<file path="src/rtl/systolic_pkg.sv">
// Shared types, sizing constants and the saturating/wrapping accumulate helper
// for the output-stationary systolic array.
package systolic_pkg;

    typedef enum logic [1:0] {
        IDLE  = 2'd0,
        LOAD  = 2'd1,
        FLUSH = 2'd2,
        DRAIN = 2'd3
    } state_e;

    localparam int unsigned ROWS_DEF  = 4;
    localparam int unsigned COLS_DEF  = 4;
    localparam int unsigned K_MAX_DEF = 256;
    localparam int unsigned FLUSH_CYC = ROWS_DEF + COLS_DEF - 1;
    localparam int unsigned KW        = $clog2(K_MAX_DEF + 1);

    // Wide container so one helper serves every accumulator width up to 62 bits.
    localparam int unsigned SUM_W = 64;

    // Returns {out_of_range, result}; result is clamped (sat) or wrapped to acc_w bits.
    function automatic logic [SUM_W:0] sat_add(
        input logic signed [SUM_W-1:0] acc,
        input logic signed [SUM_W-1:0] prod,
        input int unsigned             acc_w,
        input bit                      sat
    );
        logic signed [SUM_W-1:0] sum;
        logic signed [SUM_W-1:0] hi;
        logic signed [SUM_W-1:0] lo;
        logic signed [SUM_W-1:0] res;
        logic                    ov;
        sum = acc + prod;
        hi  = $signed((SUM_W'(1) << (acc_w - 1)) - SUM_W'(1));
        lo  = ~hi;
        ov  = (sum > hi) || (sum < lo);
        if (!ov) begin
            res = sum;
        end else if (sat) begin
            res = (sum < lo) ? lo : hi;
        end else begin
            res = (sum <<< (SUM_W - acc_w)) >>> (SUM_W - acc_w);
        end
        return {ov, res};
    endfunction

endpackage

</file>
<file path="src/rtl/systolic_array_os_pe.sv">
// Processing element: forwards a east, w south and the valid tag, and keeps one
// output-stationary accumulator with a sticky overflow flag.
module sys_pe
    import systolic_pkg::*;
#(
    parameter int unsigned W     = 8,
    parameter int unsigned ACC_W = 16,
    parameter int unsigned SAT   = 1
) (
    input  logic                    clk,
    input  logic                    rst,
    input  logic                    clr_i,
    input  logic signed [W-1:0]     a_i,
    input  logic signed [W-1:0]     w_i,
    input  logic                    v_i,
    output logic signed [W-1:0]     a_o,
    output logic signed [W-1:0]     w_o,
    output logic                    v_o,
    output logic signed [ACC_W-1:0] acc_o,
    output logic                    ovf_o
);

    localparam int unsigned PW = 2 * W;

    logic signed [W-1:0]     a_q;
    logic signed [W-1:0]     w_q;
    logic                    v_q;
    logic signed [ACC_W-1:0] acc_q;
    logic signed [ACC_W-1:0] acc_d;
    logic                    ovf_q;
    logic                    ovf_d;
    logic signed [PW-1:0]    prod_c;
    logic [SUM_W:0]          sum_c;

    assign prod_c = PW'(a_i) * PW'(w_i);
    assign sum_c  = sat_add(SUM_W'(acc_q), SUM_W'(prod_c), ACC_W, SAT != 0);

    // Clear wins over a same-cycle accumulate so a finished job leaves nothing behind.
    always_comb begin
        acc_d = acc_q;
        ovf_d = ovf_q;
        if (clr_i) begin
            acc_d = '0;
            ovf_d = 1'b0;
        end else if (v_i) begin
            acc_d = ACC_W'(sum_c[SUM_W-1:0]);
            ovf_d = ovf_q | sum_c[SUM_W];
        end
    end

    always_ff @(posedge clk) begin
        if (rst) begin
            a_q   <= '0;
            w_q   <= '0;
            v_q   <= 1'b0;
            acc_q <= '0;
            ovf_q <= 1'b0;
        end else begin
            a_q   <= a_i;
            w_q   <= w_i;
            v_q   <= v_i;
            acc_q <= acc_d;
            ovf_q <= ovf_d;
        end
    end

    assign a_o   = a_q;
    assign w_o   = w_q;
    assign v_o   = v_q;
    assign acc_o = acc_q;
    assign ovf_o = ovf_q;

endmodule

</file>
<file path="src/rtl/systolic_array_os.sv">
// ROWS x COLS output-stationary systolic matrix multiplier: internal operand skew,
// PE grid, and a job FSM that sequences load, flush and row-by-row drain.
module systolic_array_os
    import systolic_pkg::*;
#(
    parameter int unsigned W     = 8,
    parameter int unsigned ACC_W = 16,
    parameter int unsigned ROWS  = ROWS_DEF,
    parameter int unsigned COLS  = COLS_DEF,
    parameter int unsigned K_MAX = K_MAX_DEF,
    parameter int unsigned SAT   = 1
) (
    input  logic                         clk,
    input  logic                         rst,
    input  logic                         start,
    input  logic [$clog2(K_MAX+1)-1:0]   k_len,
    output logic                         busy,
    input  logic                         in_valid,
    output logic                         in_ready,
    input  logic [ROWS*W-1:0]            a_in,
    input  logic [COLS*W-1:0]            w_in,
    output logic                         out_valid,
    input  logic                         out_ready,
    output logic [COLS*ACC_W-1:0]        out_data,
    output logic [$clog2(ROWS)-1:0]      out_row,
    output logic                         ovf,
    output logic                         done
);

    localparam int unsigned KLW     = $clog2(K_MAX + 1);
    localparam int unsigned RW      = $clog2(ROWS);
    localparam int unsigned FLUSH_N = ROWS + COLS - 1;
    localparam int unsigned FW      = $clog2(FLUSH_N + 1);

    state_e                  state_q, state_d;
    logic [KLW-1:0]          k_q, k_d;
    logic [KLW-1:0]          beat_q, beat_d;
    logic [FW-1:0]           flush_q, flush_d;
    logic [RW-1:0]           out_row_q, out_row_d;
    logic [COLS*ACC_W-1:0]   out_data_q, out_data_d;
    logic                    out_valid_q, out_valid_d;
    logic                    ovf_q, ovf_d;
    logic                    done_q, done_d;
    logic                    busy_q, in_ready_q;
    logic                    clr_c;
    logic                    v_c;
    logic [RW-1:0]           load_row_c;
    logic [COLS*ACC_W-1:0]   sel_row_c;

    logic signed [W-1:0]     a_h   [ROWS][COLS];
    logic                    v_h   [ROWS][COLS];
    logic signed [W-1:0]     w_v   [ROWS][COLS];
    logic signed [W-1:0]     a_fw  [ROWS][COLS];
    logic signed [W-1:0]     w_fw  [ROWS][COLS];
    logic                    v_fw  [ROWS][COLS];
    logic signed [ACC_W-1:0] acc   [ROWS][COLS];
    logic [ROWS*COLS-1:0]    pe_ovf;
    logic [ROWS-1:0]         unused_east;
    logic [COLS-1:0]         unused_south;

    assign v_c = in_valid && in_ready_q;

    // Row lane r is delayed r cycles; data is zeroed on bubbles.
    for (genvar r = 0; r < ROWS; r++) begin : g_rskew
        logic [W-1:0] a_tok;
        assign a_tok = v_c ? a_in[r*W +: W] : '0;
        if (r == 0) begin : g_direct
            assign a_h[r][0] = a_tok;
            assign v_h[r][0] = v_c;
        end else begin : g_pipe
            localparam int unsigned DW = r * W;
            localparam int unsigned DV = r;
            logic [DW-1:0] a_sk_q;
            logic [DV-1:0] v_sk_q;
            always_ff @(posedge clk) begin
                if (rst) begin
                    a_sk_q <= '0;
                    v_sk_q <= '0;
                end else begin
                    a_sk_q <= (a_sk_q << W) | DW'(a_tok);
                    v_sk_q <= (v_sk_q << 1) | DV'(v_c);
                end
            end
            assign a_h[r][0] = a_sk_q[DW-1 -: W];
            assign v_h[r][0] = v_sk_q[DV-1];
        end
    end

    // Column lane c is delayed c cycles so every (a, w) pair meets in step.
    for (genvar c = 0; c < COLS; c++) begin : g_cskew
        logic [W-1:0] w_tok;
        assign w_tok = v_c ? w_in[c*W +: W] : '0;
        if (c == 0) begin : g_direct
            assign w_v[0][c] = w_tok;
        end else begin : g_pipe
            localparam int unsigned DW = c * W;
            logic [DW-1:0] w_sk_q;
            always_ff @(posedge clk) begin
                if (rst) begin
                    w_sk_q <= '0;
                end else begin
                    w_sk_q <= (w_sk_q << W) | DW'(w_tok);
                end
            end
            assign w_v[0][c] = w_sk_q[DW-1 -: W];
        end
    end

    for (genvar r = 0; r < ROWS; r++) begin : g_row
        for (genvar c = 0; c < COLS; c++) begin : g_col
            if (c > 0) begin : g_west
                assign a_h[r][c] = a_fw[r][c-1];
                assign v_h[r][c] = v_fw[r][c-1];
            end
            if (r > 0) begin : g_north
                assign w_v[r][c] = w_fw[r-1][c];
            end
            if (c == COLS - 1) begin : g_east_edge
                assign unused_east[r] = ^{a_fw[r][c], v_fw[r][c]};
            end
            if (r == ROWS - 1) begin : g_south_edge
                assign unused_south[c] = ^w_fw[r][c];
            end
            sys_pe #(.W(W), .ACC_W(ACC_W), .SAT(SAT)) u_pe (
                .clk   (clk),
                .rst   (rst),
                .clr_i (clr_c),
                .a_i   (a_h[r][c]),
                .w_i   (w_v[r][c]),
                .v_i   (v_h[r][c]),
                .a_o   (a_fw[r][c]),
                .w_o   (w_fw[r][c]),
                .v_o   (v_fw[r][c]),
                .acc_o (acc[r][c]),
                .ovf_o (pe_ovf[r*COLS+c])
            );
        end
    end

    // Row to present on the next drain load: 0 when entering DRAIN, else the following row.
    assign load_row_c = (state_q == DRAIN) ? out_row_q + RW'(1) : '0;

    always_comb begin
        sel_row_c = '0;
        for (int c = 0; c < COLS; c++) begin
            sel_row_c[c*ACC_W +: ACC_W] = acc[load_row_c][c];
        end
    end

    always_comb begin
        state_d     = state_q;
        k_d         = k_q;
        beat_d      = beat_q;
        flush_d     = flush_q;
        out_row_d   = out_row_q;
        out_data_d  = out_data_q;
        out_valid_d = out_valid_q;
        ovf_d       = ovf_q | (|pe_ovf);
        done_d      = 1'b0;
        clr_c       = 1'b0;
        case (state_q)
            IDLE: begin
                if (start) begin
                    k_d    = k_len;
                    beat_d = '0;
                    ovf_d  = 1'b0;
                    if (k_len == '0) begin
                        state_d     = DRAIN;
                        out_valid_d = 1'b1;
                        out_row_d   = '0;
                        out_data_d  = sel_row_c;
                    end else begin
                        state_d = LOAD;
                    end
                end
            end
            LOAD: begin
                if (v_c) begin
                    beat_d = beat_q + KLW'(1);
                    if (beat_d == k_q) begin
                        state_d = FLUSH;
                        flush_d = '0;
                    end
                end
            end
            FLUSH: begin
                if (flush_q == FW'(FLUSH_N - 1)) begin
                    state_d     = DRAIN;
                    out_valid_d = 1'b1;
                    out_row_d   = '0;
                    out_data_d  = sel_row_c;
                end else begin
                    flush_d = flush_q + FW'(1);
                end
            end
            DRAIN: begin
                if (out_valid_q && out_ready) begin
                    if (out_row_q == RW'(ROWS - 1)) begin
                        state_d     = IDLE;
                        done_d      = 1'b1;
                        clr_c       = 1'b1;
                        out_valid_d = 1'b0;
                        out_row_d   = '0;
                        out_data_d  = '0;
                    end else begin
                        out_row_d  = load_row_c;
                        out_data_d = sel_row_c;
                    end
                end
            end
            default: state_d = IDLE;
        endcase
    end

    always_ff @(posedge clk) begin
        if (rst) begin
            state_q     <= IDLE;
            k_q         <= '0;
            beat_q      <= '0;
            flush_q     <= '0;
            out_row_q   <= '0;
            out_data_q  <= '0;
            out_valid_q <= 1'b0;
            ovf_q       <= 1'b0;
            done_q      <= 1'b0;
            busy_q      <= 1'b0;
            in_ready_q  <= 1'b0;
        end else begin
            state_q     <= state_d;
            k_q         <= k_d;
            beat_q      <= beat_d;
            flush_q     <= flush_d;
            out_row_q   <= out_row_d;
            out_data_q  <= out_data_d;
            out_valid_q <= out_valid_d;
            ovf_q       <= ovf_d;
            done_q      <= done_d;
            busy_q      <= (state_d != IDLE);
            in_ready_q  <= (state_d == LOAD);
        end
    end

    assign busy      = busy_q;
    assign in_ready  = in_ready_q;
    assign out_valid = out_valid_q;
    assign out_data  = out_data_q;
    assign out_row   = out_row_q;
    assign ovf       = ovf_q;
    assign done      = done_q;

endmodule

</file>
<file path="config.mk">
export PLATFORM = sky130hd
export DESIGN_NAME = systolic_array_os
export DESIGN_NICKNAME = d
export VERILOG_FILES = /design/src/rtl/systolic_pkg.sv /design/src/rtl/systolic_array_os_pe.sv /design/src/rtl/systolic_array_os.sv
export SDC_FILE = /design/constraint.sdc
export NUM_CORES = 2
export LEC_CHECK = 0
export CAP_MARGIN = 20
export CORE_MARGIN = 2
export CORE_UTILIZATION = 46
export DETAILED_ROUTE_END_ITERATION = 8
export SLEW_MARGIN = 20
export SYNTH_ARGS = -nofsm -noshare
export SYNTH_HDL_FRONTEND = slang
export SYNTH_SLANG_ARGS = --single-unit
</file>
<file path="constraint.sdc">
create_clock -name clk -period 8.05 [get_ports clk]
set_input_delay 1.61 -clock clk [delete_from_list [all_inputs] [get_ports clk]]
set_output_delay 1.61 -clock clk [all_outputs]
set_load 0.005 [all_outputs]
</file>
; ---- Word level (Yosys, flattened, before mapping)
; Index checks and enable logic that the tools add are counted.
[classes]
eq_ne = 15
n_bitwise = 25
magnitude_cmp = 33
addsub = 19
reduce_logical = 32
n_mux = 80
n_mul = 16
[ops]
columns = operator, n
row1 = $mux 16, 32
row2 = $mux 64, 7
row3 = $add 16x16->17, 16
row4 = $gt 17x16->1 const B, 16
row5 = $lt 17x16->1 const B, 16
row6 = $mul 8x8->16, 16
row7 = $pmux 64 s3, 1
row8 = $bmux 64 s2, 1
row9 = $mux 8, 6
row10 = $or 24x8->24, 2
row11 = $or 16x8->16, 2
row12 = $mux 2, 13
row13 = $mux 9, 2
row14 = $pmux 9 s2, 1
row15 = $or 1x1->1, 17
row16 = $logic_or 1x1->1, 16
row17 = $reduce_or 16->1, 1
row18 = $mux 1, 10
row19 = $ne 2x2->1 const B, 5
row20 = $add 9x1->9 const B, 1
row21 = $eq 9x9->1, 1
row22 = $logic_not 9->1, 1
row23 = $mux 3, 3
row24 = $pmux 2 s4, 1
row25 = 24 further kinds, 33
[totals]
output_inout_bits = 71
register_bits = 669
word_cells = 305

; ---- Longest topological paths before layout
[depth]
depth_word = 9
depth_mapped = 23
mapped_depth_nobuf = 21

; ---- Modules after synthesis
; From an unflattened synthesis, not the netlist that was laid out.
[unflattened]
cells_unflattened = 8231
hier_area_um2 = 78464.0
[modules_own_cells]
columns = module, area_per_inst_um2, n_inst, cells_per_inst, seq_area_each_um2
row1 = sys_pe at g_row[0].g_col[0].u_pe ..., 4384.2, 7, 452, 680.7
row2 = sys_pe at g_row[2].g_col[1].u_pe ..., 4400.5, 4, 459, 680.7
row3 = sys_pe at g_row[3].g_col[1].u_pe ..., 4346.7, 2, 456, 680.7
row4 = systolic_array_os, 8290.5, 1, 959, 3863.7
row5 = sys_pe at g_row[2].g_col[0].u_pe, 4453.0, 1, 459, 680.7
row6 = sys_pe at g_row[3].g_col[3].u_pe, 4410.5, 1, 458, 680.7
row7 = sys_pe at g_row[0].g_col[3].u_pe, 4325.4, 1, 443, 680.7

; ---- Worst setup path after synthesis
; No wires, ideal clock.
[synth_path]
path_type = input -> register
startpoint = input in_valid
endpoint = register g_row[0].g_col[0].u_pe.acc_q[14]
t_arrival_ps = 7005
stages = 20
t_required_ps = 7933
path_buffers = 4
setup_slack_ps = 928
path_cell_list = and2_1 -> clkbuf_1 -> clkbuf_1 -> clkbuf_1 -> nand3_1 -> fa_1 -> fa_1 -> inv_1 -> fa_1 -> fa_1 -> ha_1 -> ha_1 -> and2_1 -> a31o_2 -> o31ai_2 -> a21oi_1 -> xnor2_2 -> buf_2 -> o31ai_1 -> a22o_1
[synth_via]
elab_chain_len = 7
[synth_lines]
columns = element, line
row1 = start: declaration, systolic_array_os.sv:18  ; input logic in_valid,
row2 = $logic_and 1x1->1 *, systolic_array_os.sv:61  ; assign v_c = in_valid && in_ready_q;
row3 = "$mux 8, on equally long branches", "systolic_array_os.sv:66, systolic_array_os.sv:92"
row4 = $mul 8x8->16, systolic_array_os_pe.sv:35  ; assign prod_c = PW'(a_i) * PW'(w_i);
row5 = $add 16x16->17, systolic_pkg.sv:33  ; sum = acc + prod;
row6 = $lt 17x16->1 / $gt 17x16->1 (equally long branches), "systolic_pkg.sv:36, systolic_pkg.sv:40"
row7 = $mux 16 / $logic_or 1x1->1 (equally long branches), "systolic_pkg.sv:40, systolic_pkg.sv:36"
row8 = $mux 16, systolic_pkg.sv:37  ; if (!ov) begin
row9 = end signal: assignment, systolic_array_os_pe.sv:56  ; acc_q <= '0;
row10 = end signal: assignment, systolic_array_os_pe.sv:62  ; acc_q <= acc_d;
row11 = end: declaration, systolic_array_os_pe.sv:28  ; logic signed [ACC_W-1:0] acc_q;
; Every way passes the cells marked *; elsewhere a longest branch is shown, timed or not.
; A chain may end at the register's enable or synchronous reset.

; ---- Worst setup path in the final report
[layout_path]
startpoint = input in_valid
endpoint = register g_row[0].g_col[0].u_pe.acc_q[13]
; Same word-level chain as after synthesis.

==> impl_metrics.json <==
{
  "synth-simple-area-share": 0.136,
  "synth_top_area_cell": "fa_1",
  "core-area_um2": 159000,
  "drive_gt1_frac": 0.0361,
  "worstSetupStartpointType": "primary input",
  "clkSinkCount": 660,
  "finalCritPeriodShare": 0.872,
  "met3_usage": 0.0325,
  "wl_per_cell_um": 19.1,
  "gr-usage-met2": 0.396,
  "num_rows": 146,
  "synth_top_area_share": 0.330,
  "wirelength_um": 190000,
  "top_usage_layer": "met2",
  "rsz0062_at_grt": "no",
  "status": "finished, final reports clean",
  "grt_first_pass_wirelength_um": 310000,
  "synth_top_family_by_area": "adder cells",
  "drt.antenna.violating_nets": 0,
  "relSlewSlack": 0.238,
  "p_leak_nw": 40.2,
  "die_h_um": 404,
  "syn_area_per_cell_um2": 9.46,
  "synth_area_leaders": "fa_1, dfxtp_1, ha_1, inv_1, and2_1",
  "clockBufferDepth": 3,
  "grt_max_degree": 158,
  "grt_util_met1": 0.333,
  "clkTransAtPathRegs_ns": 0.06,
  "cpMostUsedCell": "fa_1",
  "pin_count": 149,
  "overflow": 0,
  "via_per_inst": 5.29,
  "muxShareOfSynthArea": 0.0106,
  "clkLatencyLatePin_ns": 0.70,
  "die_area_um2": 164000,
  "crit_chain": "clkdlybuf4s50_1 -> and3_1 -> and2_1 -> fa_1 -> fa_1 -> fa_1 -> fa_1 -> ha_1 -> ha_1 -> o21a_1 -> o31ai_1 -> a211o_1 -> a31oi_1 -> nor2_2 -> xnor2_2 -> maj3_2 -> a21oi_1",
  "numPlacedInstances": 9790,
  "synth_commonest_cells": "inv_1, fa_1, dfxtp_1, nand2_1, ha_1",
  "ir_drop_v": 0.000155,
  "fmax_ghz": 0.142,
  "maxCapViolations": 0,
  "final_nets": 9725,
  "syn_inst": 7796,
  "crit_arrival_ns": 7.59,
  "hold_viol": 0,
  "netlist_area_um2": 73800,
  "cts_buffers": 83,
  "final_cells": 9943,
  "async_reset_ff_frac": 0,
  "holdBufCountCts": 0,
  "drt_iter0_drc": 3153,
  "synth-seq-cells": 660,
  "drc_errors": 0,
  "hold_depth": 1,
  "fin_crit_ns": 7.02,
  "yosysSeqAreaShare": 0.179,
  "synth-main-ff-cell": "dfxtp_1",
  "routed-via-count": 52600,
  "grt_pass1_vias": 55400,
  "cts_setup_buffers": 0,
  "max_stage_delay_ns": 0.68,
  "cts-root-buf": "clkbuf_16",
  "setup-tns-final_ns": 0,
  "tightest_slew_ns": 1.14,
  "synth_compound_area_frac": 0.0928,
  "grt_use_total": 0.240,
  "synth_nets": 9718,
  "yosysWarnings": 0,
  "endpoint_kind": "flop",
  "synthAdderAreaFrac": 0.460,
  "hold_path.class": "reg2reg",
  "place_hpwl_um": 153000,
  "ctsResizeCount": 0,
  "initial_core_util": 0.465,
  "cpMaxStageDelayCell": "xnor2_2",
  "synth-xor-area-share": 0.0377,
  "io_buffers": 148,
  "maxSlewViolCount": 0,
  "final.setup_skew_ns": 0.0379,
  "worst-path-max-fanout": 17,
  "synth_edf_count": 0,
  "power_density_nw_per_um2": 107,
  "cts_tree": "built",
  "ys_types": 85,
  "fp.dieW_um": 404,
  "area_delta_synth_final_pct": 8.79,
  "yosysMostFrequentCell": "inv_1",
  "diodes": 0,
  "antenna_found_initial": 7,
  "r2r_cells": 17,
  "firstDrtPassIters": 6,
  "htreeDepth": 3,
  "required_ns": 8.62,
  "critPathKind": "in2reg",
  "reg2reg_slack_ns": 1.60,
  "gp_congestion": 0.880,
  "finalSetupViolCount": 0
}
kinds of logic after synthesis:
logic type | count (synthesis)
flops | 660
compound gates | 1095
xor+xnor | 310
buf+inv | 1635
fa+ha+maj | 2015
mux | 78
simple gates | 2003
through the flow:
step                       util  cell area, um^2  hold slack (ns)  power [mW]  setup WS (ns)
final                     0.506            80300            0.431        8.60           1.03
after global placement    0.486            77200            0.418        4.49          0.364
after global routing      0.506            80300            0.445        8.95          0.720
after CTS                 0.506            80300            0.435        8.70           1.03
after detailed placement  0.486            77200            0.422        4.50          0.322
after floorplan               -            73800            0.414        4.14          0.928
worst max-delay path, delay by kind of cell:
family / cells / cell delay, ns
compound gates: 5 / 0.83
xor+xnor: 1 / 0.68
fa+ha+maj: 7 / 2.97
buf+inv: 1 / 0.50
simple gates: 3 / 0.99
cell type report:
| class | count | area, um^2 |
|---|---|---|
| fillers | 14700 | 78500 |
| multi-input cells | 5501 | 54400 |
| flip-flops and latches | 660 | 13200 |
| inverters | 1361 | 5110 |
| well taps | 2072 | 2590 |
| clock buffers | 109 | 2410 |
| repair buffers | 196 | 1870 |
| clock inverters | 44 | 632 |
layer usage:
| metal | vias to the layer above | share of wire | wire length, um |
|---|---|---|---|
| met5 | - | 0.00014 | 27 |
| li1 | 24600 | - | - |
| met2 | 1124 | 0.47 | 89500 |
| met1 | 26600 | 0.45 | 85800 |
| met3 | 202 | 0.052 | 9950 |
| met4 | 4 | 0.025 | 4690 |
where the power goes:
group	leakage [nW]	switching (mW)	internal (mW)	total (mW)
clock	1.48	1.62	2.54	4.16
combinational	33.4	0.601	0.394	0.995
sequential	5.33	0.109	3.33	3.44
total	40.2	2.33	6.26	8.60
path summary, 6_finish.rpt:
kind / start / end
max reg2reg: g_row[0].g_col[2].u_pe.w_o[0] / g_row[1].g_col[2].u_pe.acc_o[1]
max: in_valid / g_row[0].g_col[0].u_pe.acc_o[13]
min: g_rskew[3].g_pipe.a_sk_q[10] / g_rskew[3].g_pipe.a_sk_q[18]
min reg2reg: g_rskew[3].g_pipe.a_sk_q[10] / g_rskew[3].g_pipe.a_sk_q[18]
state kept, by name, summed over array words and instances, names as in the netlist:
| name | flops |
|---|---|
| g_rskew.g_pipe.a_sk_q | 48 |
| g_row.g_col.u_pe.w_o | 96 |
| g_row.g_col.u_pe.a_o | 96 |
| ovf | 1 |
| beat_q | 9 |
| in_ready | 1 |
| out_row | 2 |
| g_cskew.g_pipe.w_sk_q | 48 |
| g_row.g_col.u_pe.ovf_o | 16 |
| out_data | 64 |
| done | 1 |
| flush_q | 3 |
| state_q | 2 |
| g_row.g_col.u_pe.acc_o | 256 |
| k_q | 9 |
| out_valid | 1 |
| g_rskew.g_pipe.v_sk_q | 3 |
| g_row.g_col.u_pe.v_o | 3 |
| busy | 1 |
layout by cell type (no fill, tap or decap), types with 20 or more instances in the layout:
| master | instances |
|---|---|
| dfxtp_1 | 655 |
| nand3_1 | 51 |
| maj3_1 | 154 |
| o21ai_1 | 22 |
| a21o_1 | 57 |
| clkbuf_16 | 87 |
| a32oi_1 | 64 |
| o211ai_1 | 73 |
| a31oi_1 | 54 |
| xor2_1 | 107 |
| a211oi_1 | 39 |
| and3_1 | 51 |
| a21oi_1 | 333 |
| buf_4 | 46 |
| nand2_1 | 635 |
| and2_1 | 557 |
| o21ai_0 | 298 |
| inv_1 | 1345 |
| nor2_1 | 339 |
| clkdlybuf4s50_1 | 147 |
| xnor2_1 | 192 |
| nand2b_1 | 24 |
| ha_1 | 628 |
| o21a_1 | 20 |
| nor3_1 | 48 |
| mux2i_1 | 77 |
| nor2b_1 | 224 |
| o21bai_1 | 32 |
| fa_1 | 1216 |
Note: power is estimated with default switching activity, not from simulation.
